`config.mk`:
```
export PLATFORM = sky130hd
export DESIGN_NAME = fetch_unit_flat
export DESIGN_NICKNAME = d
export VERILOG_FILES = /design/src/rtl/fetch_pkg.sv /design/src/rtl/fetch_if.sv /design/src/rtl/fetch_pc_gen.sv /design/src/rtl/fetch_unit.sv /design/src/flat_wrapper.sv
export SDC_FILE = /design/constraint.sdc
export NUM_CORES = 1
export LEC_CHECK = 0
export BUFFER_PORTS_ARGS = -buffer_cell sky130_fd_sc_hd__buf_2
export CAP_MARGIN = 20
export CORE_UTILIZATION = 56
export DETAILED_ROUTE_END_ITERATION = 10
export GPL_ROUTABILITY_DRIVEN = 0
export GPL_TIMING_DRIVEN = 0
export PLACE_DENSITY = 0.84
export SLEW_MARGIN = 30
export SYNTH_ARGS = -nofsm -noshare
export SYNTH_HDL_FRONTEND = slang
export SYNTH_SLANG_ARGS = --single-unit
```
`constraint.sdc`:
```
create_clock -name clk -period 12 [get_ports clk]
set_input_delay 2.4 -clock clk [delete_from_list [all_inputs] [get_ports clk]]
set_output_delay 2.4 -clock clk [all_outputs]
set_load 0.03 [all_outputs]
```
`src/rtl/fetch_pkg.sv`:
```
// Shared types and constants for the instruction-fetch stage.
package fetch_pkg;

  localparam int unsigned XLEN        = 32;
  localparam int unsigned IMEM_AW_DEF = 6;

  localparam logic [XLEN-1:0] INSTR_NOP   = 32'h0000_0013;
  localparam logic [XLEN-1:0] INSTR_ECALL = 32'h0000_0073;

  typedef enum logic {
    RUN  = 1'b0,
    HALT = 1'b1
  } fetch_state_e;

  // IF/ID register payload handed to decode
  typedef struct packed {
    logic            valid;
    logic [XLEN-1:0] instr;
    logic [XLEN-1:0] pc;
    logic [XLEN-1:0] pc_plus4;
  } id_pkt_t;

endpackage

```
`src/rtl/fetch_if.sv`:
```
// Fetch-stage bus: instruction memory port, execute redirect and IF/ID handshake.
interface fetch_if
  import fetch_pkg::*;
#(
  parameter int unsigned IMEM_AW = IMEM_AW_DEF
);

  logic [IMEM_AW-1:0] imem_addr;
  logic [XLEN-1:0]    imem_data;
  logic               redirect_valid;
  logic [XLEN-1:0]    redirect_pc;
  logic               id_ready;
  logic               id_valid;
  logic [XLEN-1:0]    id_instr;
  logic [XLEN-1:0]    id_pc;
  logic [XLEN-1:0]    id_pc_plus4;
  logic               halted;

  // fetch stage side
  modport master (
    output imem_addr,
    input  imem_data,
    input  redirect_valid,
    input  redirect_pc,
    input  id_ready,
    output id_valid,
    output id_instr,
    output id_pc,
    output id_pc_plus4,
    output halted
  );

  // memory / execute / decode side
  modport slave (
    input  imem_addr,
    output imem_data,
    output redirect_valid,
    output redirect_pc,
    output id_ready,
    input  id_valid,
    input  id_instr,
    input  id_pc,
    input  id_pc_plus4,
    input  halted
  );

endinterface

```
`src/rtl/fetch_pc_gen.sv`:
```
// Combinational next-PC selection: redirect beats halt and stall, else sequential pc+4.
module fetch_pc_gen
  import fetch_pkg::*;
(
  input  logic [XLEN-1:0] pc_i,
  input  logic            redirect_valid_i,
  input  logic [XLEN-1:0] redirect_pc_i,
  input  logic            stall_i,
  input  logic            halt_i,
  output logic [XLEN-1:0] next_pc_c_o,
  output logic [XLEN-1:0] pc_plus4_c_o,
  output logic            fetch_c_o
);

  // low target bits are dropped; instructions are word aligned
  logic [1:0] unused_redirect_lsb;
  assign unused_redirect_lsb = redirect_pc_i[1:0];

  assign pc_plus4_c_o = pc_i + XLEN'(4);

  always_comb begin
    next_pc_c_o = pc_i;
    fetch_c_o   = 1'b0;
    if (redirect_valid_i) begin
      next_pc_c_o = {redirect_pc_i[XLEN-1:2], 2'b00};
    end else if (!halt_i && !stall_i) begin
      next_pc_c_o = pc_plus4_c_o;
      fetch_c_o   = 1'b1;
    end
  end

endmodule

```
`src/rtl/fetch_unit.sv`:
```
// Instruction-fetch stage: PC register, imem addressing and IF/ID output register.
// Define FETCH_ECALL_HALT_EN to stop fetching after an ECALL is captured.
module fetch_unit
  import fetch_pkg::*;
#(
  parameter logic [XLEN-1:0] RESET_PC = 32'h0000_0000,
  parameter int unsigned     IMEM_AW  = IMEM_AW_DEF
)(
  input  logic     clk,
  input  logic     rst,
  fetch_if.master  bus
);

  fetch_state_e    state_q, state_d;
  logic [XLEN-1:0] pc_q, pc_d;
  logic [XLEN-1:0] pc_plus4_c;
  id_pkt_t         id_q, id_d;
  logic            stall_c;
  logic            halt_c;
  logic            fetch_c;

  assign halt_c  = (state_q == HALT);
  assign stall_c = id_q.valid && !bus.id_ready;

  fetch_pc_gen u_pc_gen (
    .pc_i             (pc_q),
    .redirect_valid_i (bus.redirect_valid),
    .redirect_pc_i    (bus.redirect_pc),
    .stall_i          (stall_c),
    .halt_i           (halt_c),
    .next_pc_c_o      (pc_d),
    .pc_plus4_c_o     (pc_plus4_c),
    .fetch_c_o        (fetch_c)
  );

  always_ff @(posedge clk or posedge rst) begin
    if (rst) begin
      state_q <= RUN;
      pc_q    <= RESET_PC;
      id_q    <= '{valid: 1'b0, instr: INSTR_NOP, pc: '0, pc_plus4: '0};
    end else begin
      state_q <= state_d;
      pc_q    <= pc_d;
      id_q    <= id_d;
    end
  end

  // IF/ID register and state update; redirect squashes, halt only lets decode drain
  always_comb begin
    state_d = state_q;
    id_d    = id_q;
    if (bus.redirect_valid) begin
      id_d.valid = 1'b0;
      state_d    = RUN;
    end else if (halt_c) begin
      if (bus.id_ready) begin
        id_d.valid = 1'b0;
      end
    end else if (fetch_c) begin
      id_d.valid    = 1'b1;
      id_d.instr    = bus.imem_data;
      id_d.pc       = pc_q;
      id_d.pc_plus4 = pc_plus4_c;
`ifdef FETCH_ECALL_HALT_EN
      if (bus.imem_data == INSTR_ECALL) begin
        state_d = HALT;
      end
`endif
    end
  end

  assign bus.imem_addr   = pc_q[IMEM_AW+1:2];
  assign bus.id_valid    = id_q.valid;
  assign bus.id_instr    = id_q.instr;
  assign bus.id_pc       = id_q.pc;
  assign bus.id_pc_plus4 = id_q.pc_plus4;
`ifdef FETCH_ECALL_HALT_EN
  assign bus.halted      = halt_c;
`else
  assign bus.halted      = 1'b0;
`endif

endmodule

```
`src/flat_wrapper.sv`:
```
// flat-port wrapper written by rule: the top's interface ports become plain ports
module fetch_unit_flat import fetch_pkg::*;
#(
  parameter logic [XLEN-1:0] RESET_PC = 32'h0000_0000,
  parameter int unsigned     IMEM_AW  = IMEM_AW_DEF
)
  (clk, rst, bus_imem_addr, bus_imem_data, bus_redirect_valid, bus_redirect_pc, bus_id_ready, bus_id_valid, bus_id_instr, bus_id_pc, bus_id_pc_plus4, bus_halted);
  fetch_if #(.IMEM_AW(IMEM_AW)) bus_i ();
  input  logic clk;
  input  logic rst;
  output wire logic [$bits(bus_i.imem_addr)-1:0] bus_imem_addr;
  input wire logic [$bits(bus_i.imem_data)-1:0] bus_imem_data;
  input wire logic [$bits(bus_i.redirect_valid)-1:0] bus_redirect_valid;
  input wire logic [$bits(bus_i.redirect_pc)-1:0] bus_redirect_pc;
  input wire logic [$bits(bus_i.id_ready)-1:0] bus_id_ready;
  output wire logic [$bits(bus_i.id_valid)-1:0] bus_id_valid;
  output wire logic [$bits(bus_i.id_instr)-1:0] bus_id_instr;
  output wire logic [$bits(bus_i.id_pc)-1:0] bus_id_pc;
  output wire logic [$bits(bus_i.id_pc_plus4)-1:0] bus_id_pc_plus4;
  output wire logic [$bits(bus_i.halted)-1:0] bus_halted;
  assign bus_imem_addr = bus_i.imem_addr;
  assign bus_i.imem_data = bus_imem_data;
  assign bus_i.redirect_valid = bus_redirect_valid;
  assign bus_i.redirect_pc = bus_redirect_pc;
  assign bus_i.id_ready = bus_id_ready;
  assign bus_id_valid = bus_i.id_valid;
  assign bus_id_instr = bus_i.id_instr;
  assign bus_id_pc = bus_i.id_pc;
  assign bus_id_pc_plus4 = bus_i.id_pc_plus4;
  assign bus_halted = bus_i.halted;
  fetch_unit #(.RESET_PC(RESET_PC), .IMEM_AW(IMEM_AW)) u_core (.clk(clk), .rst(rst), .bus(bus_i));
endmodule
```
==> results.tsv, run 1 <==
metric	value	unit
Synth Flop Type	dfrtp_1	
gr busiest metal	met2	
Pint	0.000838	W
Crit. End Element	flip-flop	
TNS Setup	0	ns
RSZ-0062 raised after global routing	no	
post-synthesis cell type count	41	
Vias	5602	
hold_buf cts	0	
crit path kind	primary input to flip-flop	
Die ar.	10700	µm²
first-pass GRT wire length	26.8	mm
largest net degree at the start of global routing	87	
Via-to-Cell Ratio	5.67	
Die Height	104	µm
detailed placement HPWL	11.2	mm
CTS tree	built	
P_leak	3.58	nW
hold slack	0.457	ns
global route total overflow	0	
worst-path fanout max	10	
antenna-violating nets left	0	
Tightest Hold Check Type	flip-flop to flip-flop	
CP Launch Type	primary input	
Clk pwr share	36.9	%
DR pass1 iterations	5	
status	completed	
vias in the first global route	5400	
Max Fclk	0.248	GHz
NetSw	0.000422	W
IO Count	172	
slowest CP cell	clkbuf_1	
Worst EP required	12.46	ns
cell area after layout	7370	µm²
die extent in x	104	µm
core area	9910	µm²
number of synthesized flops with an enable pin	0	
worst skew pair latency	0.53	ns
post-layout min period	4.03	ns
met1 Usage GRT	40.5	%
max cap viols	0	
Synth area leaders	dfrtp_1 52%, nand2_1 15%, or4_1 3.4%	
Initial Utilization	58.4	%
Seq/Total Area, Yosys	53.3	%
# rows	36	
CP cell instances	buf_2 -> nand2b_1 -> clkbuf_1 -> nand2_1 -> clkbuf_1 -> clkbuf_1 -> nand2_1 -> nand2_1	
GR Util All Layers	31.9	%
fin. max-slew vios	0	
Crit path max-delay family	buffers and inverters	
Sw Share	33.5	%
Worst EP arrival	4.49	ns
Reg area	3080	µm²
endpoints failing hold	0	
WP buf/inv	4	
post-place instance area	6820	µm²
PwrDens	171	nW/µm²
Worst Max-Slew Pin Slew	0.716	ns
fraction of power consumed by sequential logic	40.2	%
Multi-input gate area	2410	µm²
clk sinks	123	
Syn Std Cell Area	5780	µm²
post-layout util	74.3	%
Max-Slew Margin vs Limit	52.1	%
final setup fails	0	
Wirelength per Cell	16.5	µm
final WL	16.3	mm
Worst Skew	0.00730	ns
Post-CTS Resized	0	
# fillers	771	
DRT iter0 DRCs	509	
Synth top area share	51.9	%
final period utilization	33.6	%
worst IR drop on VDD	0.116	mV
synth cell count leaders	227 x nand2_1, 120 x dfrtp_1, 39 x clkbuf_1, 38 x o21ai_0, 30 x nor2_1	
Clock Tree Root	clkbuf_8	
met3 usage	9.00	%
count leader, synth	nand2_1	
async set-or-reset flop fraction in the synthesized netlist	100	%
post-CTS setup buffer count	0	
Post-route DRC	0	
# diodes	0	
proportion of layout cells with a drive suffix above 1	26.5	%
Crit path largest cell delay	0.56	ns
YS warnings	0	
Final nets	911	
H-tree Lvls	4	
I/O Buffers	164	
Avg Cell Area, Syn	8.84	µm²
flops & latches, synth	123	
synthesis-to-finish area growth	27.3	%
CTS max path bufs	2	
leading area contributor after synthesis	dfrtp_1	
Inserted Clock Buffers	17	
Post-Syn Instances	654	
met2 GRT Util	50.9	%
Comb pwr share	22.9	%
clock transition at the registers of the reported paths	0.05	ns
initial antenna violation count	0	
state kept, by name, indices dropped and copies added, names as in the netlist:
register and count:
u_core.bus.id_instr 32, u_core.bus.id_pc 30, u_core.bus.id_pc_plus4 30, u_core.bus.id_valid 1, u_core.pc_q 30
worst register-to-register path: stages (launching register included):
cell and delay [ns]:
dfrtp_1 0.51, ha_1 0.28, nand3_1 0.26, or4_1 0.58, clkbuf_1 0.24, clkbuf_1 0.32, o31ai_1 0.31, a31oi_1 0.11
cell families (layout without fill, tap and decap cells):
family	after synthesis	after routing	share of synthesized area, %
AOI/OAI and AO/OA	88	88	9.37
xor gates and xnor gates	23	23	3.48
adders and majority gates	1	1	0.216
buffers and inverters	63	260	5.30
DFF	123	123	53.3
muxes	2	2	0.368
other	1	5	0.0648
and+or+nand+nor	353	353	27.9
layout make-up:
class | instances | area share (%)
sequential | 123 | 41.8
multi-input combinational | 472 | 32.7
timing repair buffer | 165 | 11.5
clock buffer | 20 | 6.05
buffer | 60 | 4.01
tap | 133 | 2.26
clock inverter | 12 | 1.34
inverter | 3 | 0.255
layout by cell type (no fill, tap or decap), types with 8 or more instances in the layout:
master and instances:
dfrtp_1 120, o31ai_1 12, nand4_1 8, a31oi_1 20
o21ai_0 38, nand3_1 20, xnor2_1 16, clkbuf_1 40
or4_1 26, nor2_1 30, clkbuf_16 16, or3_1 12
nand2_1 227, buf_2 167, buf_4 13
worst paths after layout:
kind | from | to | slack (ns) | cells after the start
max | bus_id_ready | u_core.bus.id_instr[5] | 7.97 | 8
min | u_core.bus.id_instr[4] | u_core.bus.id_instr[4] | 0.46 | 2
max reg2reg | u_core.pc_q[2] | u_core.bus.id_pc_plus4[26] | 9.24 | 7
min reg2reg | u_core.bus.id_instr[4] | u_core.bus.id_instr[4] | 0.46 | 2
max in group asynchronous | rst | u_core.bus.id_pc[29] | 9.48 | 3
min in group asynchronous | rst | u_core.bus.id_instr[18] | 1.83 | 2
layer usage:
layer | wire length [µm] | up-vias
li1 | - | 2584
met1 | 6540 | 2612
met2 | 7710 | 355
met3 | 1640 | 51
met4 | 407 | 0
met5 | 0 | -
metrics by stage:
stage	total power [W]	cells	setup WS, ns
4_1_cts	0.00126	988	8.08
2_1_floorplan	0.000702	658	6.33
5_1_grt	0.00131	988	7.83
3_3_place_gp	0.000789	955	5.10
6_report	0.00126	988	7.97
3_5_place_dp	0.000799	956	7.51
power by group through the flow:
stage          clock network, W  registers [W]  logic, W
2_1_floorplan                 0       0.000595  0.000108
3_3_place_gp                  0       0.000510  0.000279
3_5_place_dp                  0       0.000512  0.000287
4_1_cts                0.000470       0.000506  0.000288
5_1_grt                0.000489       0.000513  0.000312
6_report               0.000465       0.000507  0.000288
No activity file was read; power rests on OpenSTA's default activity.
==> run 2: changes to the inputs <==
--- a/config.mk
+++ b/config.mk
@@ -7,11 +7,11 @@
 export LEC_CHECK = 0
 export BUFFER_PORTS_ARGS = -buffer_cell sky130_fd_sc_hd__buf_2
 export CAP_MARGIN = 20
-export CORE_UTILIZATION = 56
+export CORE_UTILIZATION = 52
 export DETAILED_ROUTE_END_ITERATION = 10
 export GPL_ROUTABILITY_DRIVEN = 0
 export GPL_TIMING_DRIVEN = 0
-export PLACE_DENSITY = 0.84
+export PLACE_DENSITY = 0.78
 export SLEW_MARGIN = 30
 export SYNTH_ARGS = -nofsm -noshare
 export SYNTH_HDL_FRONTEND = slang
==> constraint.sdc (replaced) <==
create_clock -name clk -period 3.9 [get_ports clk]
set_input_delay 0.78 -clock clk [delete_from_list [all_inputs] [get_ports clk]]
set_output_delay 0.78 -clock clk [all_outputs]
set_load 0.03 [all_outputs]
==> results.tsv, run 2 (synthesized netlist as in run 1, its figures left out) <==
metric	value	unit
status	completed	
Max Fclk	0.360	GHz
P_leak	3.62	nW
H-tree Lvls	4	
total power	0.00398	W
vias in the first global route	5364	
commonest cells after routing, fill and taps aside	227 x nand2_1, 167 x buf_2, 120 x dfrtp_1, 42 x clkbuf_1, 38 x o21ai_0	
TNS Setup	0	ns
clk sinks	123	
final period utilization	71.2	%
CTS max path bufs	2	
initial antenna violation count	1	
worst IR drop on VDD	0.265	mV
Post-CTS Resized	0	
Worst EP arrival	3.15	ns
Crit. End Element	flip-flop	
Inserted Clock Buffers	17	
worst skew pair latency	0.52	ns
max FFs per register	32	
clock transition at the registers of the reported paths	0.06	ns
first-pass GRT wire length	26.1	mm
largest net degree at the start of global routing	30	
post-CTS setup buffer count	0	
max cap viols	0	
Via-to-Cell Ratio	5.62	
Final nets	914	
crit path kind	flip-flop to flip-flop	
Wirelength per Cell	16.6	µm
most common cell after layout, fill and taps aside	nand2_1	
antenna-violating nets left	0	
RSZ-0062 raised after global routing	no	
global route total overflow	0	
Die Height	107	µm
Post-route DRC	0	
Tightest Hold Check Type	primary input to asynchronous set/reset pin	
core area	10800	µm²
proportion of layout cells with a drive suffix above 1	26.5	%
Max-Slew Margin vs Limit	48.0	%
final instance count without filler cells	997	
worst-path fanout max	10	
synthesis-to-finish area growth	29.1	%
IO Count	172	
final setup fails	0	
Initial Utilization	53.4	%
# fillers	882	
GR Util All Layers	29.8	%
PwrDens	533	nW/µm²
die extent in x	107	µm
fin. max-slew vios	0	
I/O Buffers	164	
Die ar.	11500	µm²
DR pass1 iterations	5	
Vias	5605	
CP Launch Type	flip-flop	
# rows	38	
final WL	16.6	mm
Worst Skew	0.00724	ns
detailed placement HPWL	11.7	mm
CTS tree	built	
# diodes	0	
post-layout min period	2.78	ns
DRT iter0 DRCs	563	
Worst EP required	4.28	ns
endpoints failing hold	0	
Worst Max-Slew Pin Slew	0.777	ns
Clock Tree Root	clkbuf_8	
dpl cells	966	
hold_buf cts	0	
run 2: power by group:
group,internal (W),switching (W),leakage (nW)
Combinational,0.000270,0.000627,1.87
Sequential,0.00144,0.000112,1.47
Clock,0.000988,0.000540,0.280
Total,0.00270,0.00128,3.62
run 2: layout make-up:
class	count	area, µm²	area share, %
clock buffers	25	494	6.62
repair buffers	168	908	12.2
flip-flops and latches	123	3080	41.3
clock inverters	6	85.1	1.14
inverters	3	15.0	0.201
well taps	140	175	2.35
plain buffers	60	295	3.96
multi-input cells	472	2410	32.3
run 2: routing by layer:
metal,part of all wire [%],vias to the layer above,wire length (µm),GRT usage [%]
met5,0.072,-,12,0
met3,10,46,1690,8.35
met4,2.8,2,470,12.5
li1,-,2588,-,-
met2,46,309,7710,47.9
met1,40,2660,6700,38.0
run 2: final timing paths:
check / end / start / slack, ns / cells after the start
max in group asynchronous: u_core.bus.id_pc[19] / rst / 2.48 / 6
setup reg to reg: u_core.bus.id_pc_plus4[26] / u_core.pc_q[2] / 1.12 / 7
hold reg to reg: u_core.bus.id_instr[0] / u_core.bus.id_instr[0] / 0.46 / 2
setup / recovery: u_core.bus.id_pc_plus4[26] / u_core.pc_q[2] / 1.12 / 7
min in group clk: u_core.bus.id_instr[0] / bus_imem_data[0] / 0.44 / 3
hold / removal: u_core.bus.id_instr[16] / rst / 0.30 / 2
run 2: metrics by stage:
stage	utilization [%]	hold slack (ns)	worst slack [ns]	instance area [µm²]
floorplan	-	0.489	1.61	5800
global placement	62.7	0.445	0.851	6800
detailed placement	63.5	0.458	0.942	6890
CTS	68.9	0.299	1.13	7470
global route	68.9	0.328	0.997	7470
finish	68.9	0.295	1.12	7470
run 2: worst max-delay path, cell delays in order, from the launching register on:
cell and delay, ns:
dfrtp_1 0.51, ha_1 0.29, nand3_1 0.23, or4_1 0.57, clkbuf_1 0.27, clkbuf_1 0.33
o31ai_1 0.31, a31oi_1 0.11
